$ cat src/rtl/irq_pkg.sv
// Shared state encoding, mcause codes and default trap vector for the
// machine-mode interrupt trap sequencer.
package irq_pkg;

   typedef enum logic [2:0] {
      RUN   = 3'd0,
      DRAIN = 3'd1,
      ENTER = 3'd2,
      ISR   = 3'd3,
      SLEEP = 3'd4
   } irq_state_e;

   localparam logic [31:0] CAUSE_MEI      = 32'h8000_000B;
   localparam logic [31:0] CAUSE_MTI      = 32'h8000_0007;
   localparam logic [31:0] ISR_PC_DEFAULT = 32'h0001_0000;

   // Address of the instruction after pc; wraps modulo 2^32.
   function automatic logic [31:0] next_pc(input logic [31:0] pc);
      return pc + 32'd4;
   endfunction

   function automatic logic [31:0] cause_code(input logic ext_wins);
      return ext_wins ? CAUSE_MEI : CAUSE_MTI;
   endfunction

endpackage

$ cat src/rtl/irq_sync.sv
// Two-flop level synchronizer for an asynchronous interrupt line.
module irq_sync (
   input  logic clk,
   input  logic rst,
   input  logic i_d,
   output logic o_q
);

   logic r_meta;
   logic r_sync;

   // Metastability filter: two back-to-back flops.
   always_ff @(posedge clk or posedge rst) begin
      if (rst) begin
         r_meta <= 1'b0;
         r_sync <= 1'b0;
      end else begin
         r_meta <= i_d;
         r_sync <= r_meta;
      end
   end

   assign o_q = r_sync;

endmodule

$ cat src/rtl/irq_trap_sequencer.sv
// Machine-mode trap sequencer: arbitrates external/timer interrupts, drains
// memory stalls, issues trap entry, and sequences WFI sleep and MRET return.
module irq_trap_sequencer
   import irq_pkg::*;
#(
   parameter logic [31:0] ISR_PC   = ISR_PC_DEFAULT,
   parameter int unsigned IRQ_SYNC = 1,
   parameter int unsigned LAT_W    = 16
) (
   input  logic             clk,
   input  logic             rst,
   input  logic             ext_irq,
   input  logic             timer_irq,
   input  logic             csr_mstatus_mie,
   input  logic             csr_mie_meie,
   input  logic             csr_mie_mtie,
   input  logic             im_stall,
   input  logic             dm_stall,
   input  logic             exe_wfi,
   input  logic             exe_mret,
   input  logic [31:0]      exe_pc,
   output logic             trap_take,
   output logic [31:0]      trap_cause,
   output logic [31:0]      trap_epc,
   output logic [31:0]      trap_pc,
   output logic             mret_take,
   output logic             pipe_flush,
   output logic             pipe_hold,
   output logic             in_isr,
   output logic [LAT_W-1:0] last_latency
);

   localparam logic [LAT_W-1:0] LAT_ZERO = {LAT_W{1'b0}};
   localparam logic [LAT_W-1:0] LAT_MAX  = {LAT_W{1'b1}};
   localparam logic [LAT_W-1:0] LAT_ONE  = LAT_W'(1'b1);

   logic             w_ext_s;
   logic             w_tmr_s;
   logic             w_stall;
   logic             w_pend_e;
   logic             w_pend_t;
   logic             w_pending;
   logic [31:0]      w_sel_cause;
   logic [31:0]      w_wfi_epc;
   logic [31:0]      w_run_epc;
   logic [LAT_W-1:0] w_lat_inc;

   irq_state_e       r_state;
   logic [31:0]      r_epc;
   logic [LAT_W-1:0] r_lat_cnt;
   logic [LAT_W-1:0] r_last_lat;
   logic             r_trap_take;
   logic [31:0]      r_trap_cause;
   logic [31:0]      r_trap_epc;
   logic             r_mret_take;
   logic             r_pipe_flush;
   logic             r_pipe_hold;
   logic             r_in_isr;

   generate
      if (IRQ_SYNC != 32'd0) begin : g_sync
         irq_sync u_sync_ext (.clk(clk), .rst(rst), .i_d(ext_irq),   .o_q(w_ext_s));
         irq_sync u_sync_tmr (.clk(clk), .rst(rst), .i_d(timer_irq), .o_q(w_tmr_s));
      end else begin : g_direct
         assign w_ext_s = ext_irq;
         assign w_tmr_s = timer_irq;
      end
   endgenerate

   assign w_stall     = im_stall | dm_stall;
   assign w_pend_e    = w_ext_s & csr_mie_meie;
   assign w_pend_t    = w_tmr_s & csr_mie_mtie;
   assign w_pending   = w_pend_e | w_pend_t;
   assign w_sel_cause = cause_code(w_pend_e);
   assign w_wfi_epc   = next_pc(exe_pc);
   assign w_run_epc   = exe_wfi ? w_wfi_epc : exe_pc;
   assign w_lat_inc   = (r_lat_cnt == LAT_MAX) ? LAT_MAX : r_lat_cnt + LAT_ONE;

   // Pending-to-trap latency counter; frozen while entering or in the handler.
   always_ff @(posedge clk or posedge rst) begin
      if (rst) begin
         r_lat_cnt <= LAT_ZERO;
      end else begin
         case (r_state)
            RUN:          r_lat_cnt <= w_pending ? w_lat_inc : LAT_ZERO;
            DRAIN, SLEEP: r_lat_cnt <= w_pending ? w_lat_inc : r_lat_cnt;
            default:      r_lat_cnt <= r_lat_cnt;
         endcase
      end
   end

   // Trap FSM; every output is registered on the transition into its state.
   always_ff @(posedge clk or posedge rst) begin
      if (rst) begin
         r_state      <= RUN;
         r_epc        <= 32'h0000_0000;
         r_last_lat   <= LAT_ZERO;
         r_trap_take  <= 1'b0;
         r_trap_cause <= 32'h0000_0000;
         r_trap_epc   <= 32'h0000_0000;
         r_mret_take  <= 1'b0;
         r_pipe_flush <= 1'b0;
         r_pipe_hold  <= 1'b0;
         r_in_isr     <= 1'b0;
      end else begin
         r_trap_take  <= 1'b0;
         r_trap_cause <= 32'h0000_0000;
         r_trap_epc   <= 32'h0000_0000;
         r_mret_take  <= 1'b0;
         r_pipe_flush <= 1'b0;
         r_pipe_hold  <= 1'b0;
         r_in_isr     <= 1'b0;
         case (r_state)
            RUN: begin
               // An interrupt outranks a WFI or MRET sitting in EXE.
               if (w_pending & csr_mstatus_mie) begin
                  r_epc <= w_run_epc;
                  if (w_stall) begin
                     r_state <= DRAIN;
                  end else begin
                     r_state      <= ENTER;
                     r_trap_take  <= 1'b1;
                     r_pipe_flush <= 1'b1;
                     r_trap_cause <= w_sel_cause;
                     r_trap_epc   <= w_run_epc;
                  end
               end else if (exe_wfi & ~w_stall) begin
                  r_state     <= SLEEP;
                  r_epc       <= w_wfi_epc;
                  r_pipe_hold <= 1'b1;
               end else if (exe_mret & ~w_stall) begin
                  r_mret_take  <= 1'b1;
                  r_pipe_flush <= 1'b1;
               end else begin
                  r_state <= RUN;
               end
            end
            DRAIN: begin
               if (~w_pending | ~csr_mstatus_mie) begin
                  r_state <= RUN;
               end else if (w_stall) begin
                  r_state <= DRAIN;
               end else begin
                  r_state      <= ENTER;
                  r_trap_take  <= 1'b1;
                  r_pipe_flush <= 1'b1;
                  r_trap_cause <= w_sel_cause;
                  r_trap_epc   <= r_epc;
               end
            end
            ENTER: begin
               r_last_lat <= r_lat_cnt;
               r_state    <= ISR;
               r_in_isr   <= 1'b1;
            end
            ISR: begin
               if (exe_mret & ~w_stall) begin
                  r_state      <= RUN;
                  r_mret_take  <= 1'b1;
                  r_pipe_flush <= 1'b1;
               end else begin
                  r_in_isr <= 1'b1;
               end
            end
            SLEEP: begin
               // Wake ignores MIE; MIE only decides between trapping and resuming.
               if (w_pending & csr_mstatus_mie) begin
                  r_state      <= ENTER;
                  r_trap_take  <= 1'b1;
                  r_pipe_flush <= 1'b1;
                  r_trap_cause <= w_sel_cause;
                  r_trap_epc   <= r_epc;
               end else if (w_pending) begin
                  r_state <= RUN;
               end else begin
                  r_pipe_hold <= 1'b1;
               end
            end
            default: begin
               r_state <= RUN;
            end
         endcase
      end
   end

   assign trap_take    = r_trap_take;
   assign trap_cause   = r_trap_cause;
   assign trap_epc     = r_trap_epc;
   assign trap_pc      = ISR_PC;
   assign mret_take    = r_mret_take;
   assign pipe_flush   = r_pipe_flush;
   assign pipe_hold    = r_pipe_hold;
   assign in_isr       = r_in_isr;
   assign last_latency = r_last_lat;

endmodule

$ cat config.mk
export PLATFORM = sky130hd
export DESIGN_NAME = irq_trap_sequencer
export DESIGN_NICKNAME = d
export VERILOG_FILES = /design/src/rtl/irq_pkg.sv /design/src/rtl/irq_sync.sv /design/src/rtl/irq_trap_sequencer.sv
export SDC_FILE = /design/constraint.sdc
export NUM_CORES = 1
export LEC_CHECK = 0
export ABC_AREA = 0
export BUFFER_PORTS_ARGS = -buffer_cell sky130_fd_sc_hd__clkbuf_2
export CORE_MARGIN = 1.5
export CORE_UTILIZATION = 48
export CTS_CLUSTER_SIZE = 12
export DETAILED_ROUTE_END_ITERATION = 10
export GPL_TIMING_DRIVEN = 1
export PLACE_DENSITY = 0.77
export SYNTH_ARGS = -nofsm -noshare
export SYNTH_HDL_FRONTEND = slang
export SYNTH_HIERARCHICAL = 1
export SYNTH_SLANG_ARGS = --single-unit
$ cat constraint.sdc
create_clock -name clk -period 3.34 [get_ports clk]
set_clock_uncertainty 0.2 [all_clocks]
set_input_delay 0.501 -clock clk [delete_from_list [all_inputs] [get_ports clk]]
set_output_delay 0.501 -clock clk [all_outputs]
set_load 0.005 [all_outputs]
# Word-level counts from Yosys, hierarchy flattened
# Cells that the tools add are included.
totals:
  latchBits: 0
  ff_bits: 140
  romBits: 0
  ramBits: 0
  inputBits: 43
  n_memories: 0
  word_cells: 90
  output_inout_bits: 117
op_classes:
  magnitude_cmp: 0
  n_reduce_logical: 7
  muxes: 46
  bitwise_logic: 11
  addsub: 2
  shifts: 0
  multipliers: 0
  eq_ne: 9
  n_div: 0
ops:
  columns: ["cell", "count"]
  rows:
  - ["32-bit 2-to-1 mux", 12]
  - ["32-bit one-hot mux with 3 select lines", 2]
  - ["16-bit 2-to-1 mux", 3]
  - ["32-bit by 3-bit adder with 32-bit output, second input constant", 1]
  - ["16-bit one-hot mux with 2 select lines", 1]
  - ["3-bit 2-to-1 mux", 6]
  - ["16-bit by 1-bit adder with 16-bit output, second input constant", 1]
  - ["16-bit equality test, second input constant", 1]
  - ["3-bit one-hot mux with 5 select lines", 1]
  - ["1-bit 2-to-1 mux", 13]
  - ["3-bit by 2-bit equality test with 1-bit output, second input constant", 2]
  - ["1-bit one-hot mux with 2 select lines", 3]
  - ["1-bit AND", 5]
  - ["2-bit 2-to-1 mux", 2]
  - ["4-bit 2-to-1 mux", 1]
  - ["2-bit inequality test, second input constant", 2]
  - ["4-bit inequality test, second input constant", 1]
  - ["1-bit one-hot mux with 4 select lines", 1]
  - ["2-bit AND reduction", 2]
  - ["2-bit nonzero test", 2]
  - ["3-bit by 1-bit equality test with 1-bit output, second input constant", 1]
  - ["3-bit equality test, second input constant", 1]
  - ["3-bit logical NOT", 1]
  - ["3-bit inequality test, second input constant", 1]
  - ["other kinds (5)", 9]

# Longest topological paths before layout
depth:
  word_depth: 7
  mapped_depth: 8
  ltp_nobuf: 6

# Cells and area by module
# Netlist, hierarchy kept.
modules_own_cells:
  columns: ["mod", "area_per_inst_um2", "instances", "cells_per_inst", "seq_area_each_um2"]
  rows:
  - ["irq_trap_sequencer", 5931.9, 1, 634, 2652.5]
  - ["irq_sync", 53.8, 2, 3, 50.0]

# Worst setup path before layout
# No wires, ideal clock.
synth_path:
  kind: "input to register"
  from: "input exe_pc[4]"
  to: "register r_epc[17]"
  cell_stages: 5
  n_path_buf: 1
  slack_ns: 1.137
  t_arrival_ns: 1.921
  setup_time_ns: 0.082
  t_required_ns: 3.058
  cell_sequence: "buf_6 nand3_1 or4_4 or4_1 a31oi_1"
synth_between:
  elab_chain_cells: 3
  elab_cells_between_ends: 4
  cone_classes: "add/sub: 1; mux: 3"
synth_lines:
  columns: ["item", "line", "source"]
  rows:
  - ["start: declaration", "irq_trap_sequencer.sv:21", "input logic [31:0] exe_pc,"]
  - ["32-bit by 3-bit adder with 32-bit output (*)", "irq_pkg.sv:19", "return pc + 32'd4;"]
  - ["32-bit 2-to-1 mux (on tied branches)", "irq_trap_sequencer.sv:127, irq_trap_sequencer.sv:76", null]
  - ["32-bit 2-to-1 mux (*)", "irq_trap_sequencer.sv:116", "if (w_pending & csr_mstatus_mie) begin"]
  - ["end signal: assignment", "irq_trap_sequencer.sv:117", "r_epc <= w_run_epc;"]
  - ["end signal: assignment", "irq_trap_sequencer.sv:129", "r_epc <= w_wfi_epc;"]
  - ["end: declaration", "irq_trap_sequencer.sv:49", "logic [31:0] r_epc;"]
# Every way passes the cells marked *; elsewhere a longest branch is shown, timed or not. The select of a mux whose other input is x is not followed.
# A chain may end at the register's enable or synchronous reset.

# Final worst setup path
layout_path:
  from: "register r_state[1]"
  to: "register r_trap_epc[20] (netlist: trap_epc[20])"
layout_between:
  elab_chain_cells: 2
  elab_cells_between_ends: 4
  cone_classes: "eq/ne: 2; mux: 1; reduce/logical: 1"
layout_lines:
  columns: ["item", "line", "source"]
  rows:
  - ["start: declaration", "irq_trap_sequencer.sv:48", "irq_state_e r_state;"]
  - ["start signal: assignment", "irq_trap_sequencer.sv:95", "r_state <= RUN;"]
  - ["start signal: assignment", "irq_trap_sequencer.sv:119", "r_state <= DRAIN;"]
  - ["start signal: assignment", "irq_trap_sequencer.sv:121", "r_state <= ENTER;"]
  - ["3-bit equality test (tied with other cells)", "irq_trap_sequencer.sv:113", "case (r_state)"]
  - ["32-bit one-hot mux with 3 select lines (*)", "irq_trap_sequencer.sv:113", null]
  - ["end signal: assignment", "irq_trap_sequencer.sv:125", "r_trap_epc <= w_run_epc;"]
  - ["end signal: assignment", "irq_trap_sequencer.sv:148", "r_trap_epc <= r_epc;"]
  - ["end signal: assignment", "irq_trap_sequencer.sv:172", "r_trap_epc <= r_epc;"]
  - ["end: declaration", "irq_trap_sequencer.sv:54", "logic [31:0] r_trap_epc;"]
# Every way passes the cells marked *; elsewhere a longest branch is shown, timed or not.

==> impl_results.md <==
* Die X at 115 um
* Postcts setup bufs at 0
* Max Fclk at 382 MHz
* Io pins at 160
* Final WS setup at just over 0.7 ns
* Core area at ~12,000 um2
* CTS tree: yes
* Clock latency at the later pin of the worst-skew pair at ~0.36 ns
* Final setup violation count at 0
* Syn Area/Cell at around 9.4 um2
* Final design utilization at roughly 56%
* Setup tns final at 0 ns
* Worst Path Required at around 3.4 ns
* Post-synth EDFFs at 0
* Tmin final at around 2.6 ns
* Final WL at around 14 mm
* Via count at roughly 5,000
* Largest net degree at the start of global routing at 107
* Slew headroom at between 30% and 40%
* # hold bufs at CTS at 1
* Cts bufs inserted at 9
* Congestion Overflow GR at 0
* DR pass1 iterations at 5
* Place WS at 0.616 ns
* Crit path capture type: flip-flop
* RSZ-0062 raised after global routing: false
* Die area at roughly 13,000 um2
* Post-Syn Area at approximately 6000 um2
* Peak supply drop at roughly 0.31 mV
* CTS Buffer Depth at 2
* Wirelength per Cell at 16.0 um
* Post-route DRC at 0
* Yosys cell types at 53
* Antenna violations before repair at 0
* Worst slew pin tran at approximately 1.0 ns
* Synth async-reset ratio at 100%
* Sequential element share of the synthesized area at a little under half
* Non-filler cells, final at between 800 and 900
* Clock-pin slew on the worst setup and hold paths at roughly 0.08 ns
* Die H at 115 um
* First-pass GRT wire length at approximately 23 mm
* Fin. Hold Viols at 0
* Synthesis-stage register bit count at 110
* Most common cell after layout, fill and taps aside: dfrtp_1
* Synth Flop Type: dfrtp_1
* Drt initial violations at around 350
* Share of cells above drive strength 1 at between 20% and 30%
* Hold WC Path Type: primary input to flip-flop
* Cells after Synth at 640
* Clk sinks at 110
* Slew Viols, Final at 0
* Vias in the first global route at between 4,000 and 5,000
* # Max-Cap Violations at 0
* # diodes at 0
* Post-synthesis to final-layout area growth at 12.1%
* H-tree depth at 3
* Antenna-violating nets left at 0
* Tot Pwr at a little under 4 mW
* P_leak at between 3 and 4 nW
* Critical path arrival at between 2 and 3 ns
* Post_cts resized at 0
* WS Path Type: flip-flop to flip-flop
* Rows at 40
* Yosys warns at 6
* DP Cell Count at about 870
* Final HPWL DP at 9.83 mm
* Total Routing Usage GR at between 20% and 30%
* Status: completed
* Final RePlAce weighted congestion at a little under 0.9
* Initial Util at between 40 and 50%
* Commonest cells after routing, fill and taps aside: 110 x dfrtp_1, 100 x clkbuf_2, 84 x nand2_1
* CP startpoint kind: flip-flop
* Root Buffer Master: clkbuf_16
* Port Buffers at 100
* Vias per cell at about 5.6
* Final period utilization at approximately four fifths
* Crit Path Max Fanout at 16
* NumNets Final at 761
* Cell Pwr Density at 570 nW/um2
critical path, cell delays in order, from the launching register on:
cell	delay (ns)
dfrtp_1	0.53
or3_1	0.54
nor2_1	0.19
nand2_1	0.38
buf_4	0.36
o21ai_0	0.29
sequential cells by signal (all words and copies together), names as in the netlist, 3 cells and up:
signal,flops
r_state,3
r_epc,32
last_latency,16
trap_cause,3
trap_epc,32
r_lat_cnt,16
final timing paths:
check,start,end,slack (ns),cells after the start
setup / recovery,r_state[1],trap_epc[20],0.72,5
hold / removal,ext_irq,g_sync.u_sync_ext/r_meta,0.06,1
setup reg to reg,r_state[1],trap_epc[20],0.72,5
hold reg to reg,g_sync.u_sync_tmr/r_meta,g_sync.u_sync_tmr/o_q,0.15,0
max in group asynchronous,rst,trap_epc[19],1.83,4
min in group asynchronous,rst,g_sync.u_sync_tmr/o_q,0.36,3
area by class of cell:
| cell class | instances | area [um2] |
|---|---|---|
| tap | 168 | 210 |
| timing repair buffer | 113 | 626 |
| clock inverter | 6 | 123 |
| fill | 1075 | 5390 |
| multi-input combinational | 475 | 2800 |
| sequential | 110 | 2750 |
| inverter | 7 | 30.0 |
| clock buffer | 9 | 225 |
routing by layer:
layer	up-vias	global-route usage [%]	part of all wire, %
met1	2429	28.2	41
li1	2298	-	-
met3	28	5.32	7.8
met5	-	0	0
met4	0	10.7	2.7
met2	246	34.7	48
logic make-up (layout without fill, tap and decap cells):
family / Yosys count / count (layout) / share of synthesized area (%)
buffers and inverters: 112 / 135 / 11.7
AO/OA/AOI/OAI: 135 / 135 / 14.4
flip-flops: 110 / 110 / 45.6
adder cells (fa/ha/maj): 2 / 2 / 0.414
AND/OR/NAND/NOR: 221 / 221 / 18.7
other: 2 / 59 / 0.124
XOR/XNOR: 41 / 41 / 5.95
multiplexers: 17 / 17 / 3.15
Yosys cell counts, types with 3 or more instances:
master / count / area share (%)
a21o_1: 15 / 1.9
and4_1: 6 / 0.87
nor3_1: 12 / 0.99
nand4_1: 29 / 3.0
inv_1: 7 / 0.44
nor2_1: 27 / 1.7
a31oi_1: 13 / 1.3
nand3_1: 21 / 1.7
a211oi_1: 3 / 0.37
nor4_1: 5 / 0.52
and3_1: 12 / 1.2
buf_4: 67 / 8.3
xnor2_1: 6 / 0.87
a311oi_1: 13 / 1.9
buf_2: 7 / 0.58
and2_1: 6 / 0.62
a21oi_1: 21 / 1.7
mux2_2: 16 / 3.0
o21ai_0: 48 / 4.0
a41oi_1: 4 / 0.58
a22o_1: 3 / 0.44
dfrtp_1: 110 / 46
nand2_1: 84 / 5.2
xor2_1: 35 / 5.1
or4_1: 3 / 0.37
clkbuf_1: 28 / 1.7
stage by stage:
step                      area (um2)  hold slack (ns)
after floorplan                 6260           0.0422
after global placement          6410            0.133
after detailed placement        6410            0.145
after CTS                       6770           0.0541
after global routing            6770           0.0571
final                           6770           0.0566
report_power, final:
| group | leakage [nW] | total (mW) | switching, mW | internal [mW] |
|---|---|---|---|---|
| Combinational | 1.64 | 0.816 | 0.475 | 0.342 |
| Sequential | 1.46 | 1.80 | 0.196 | 1.60 |
| Clock | 0.164 | 1.24 | 0.507 | 0.736 |
Note: power is estimated with default switching activity, not from simulation.
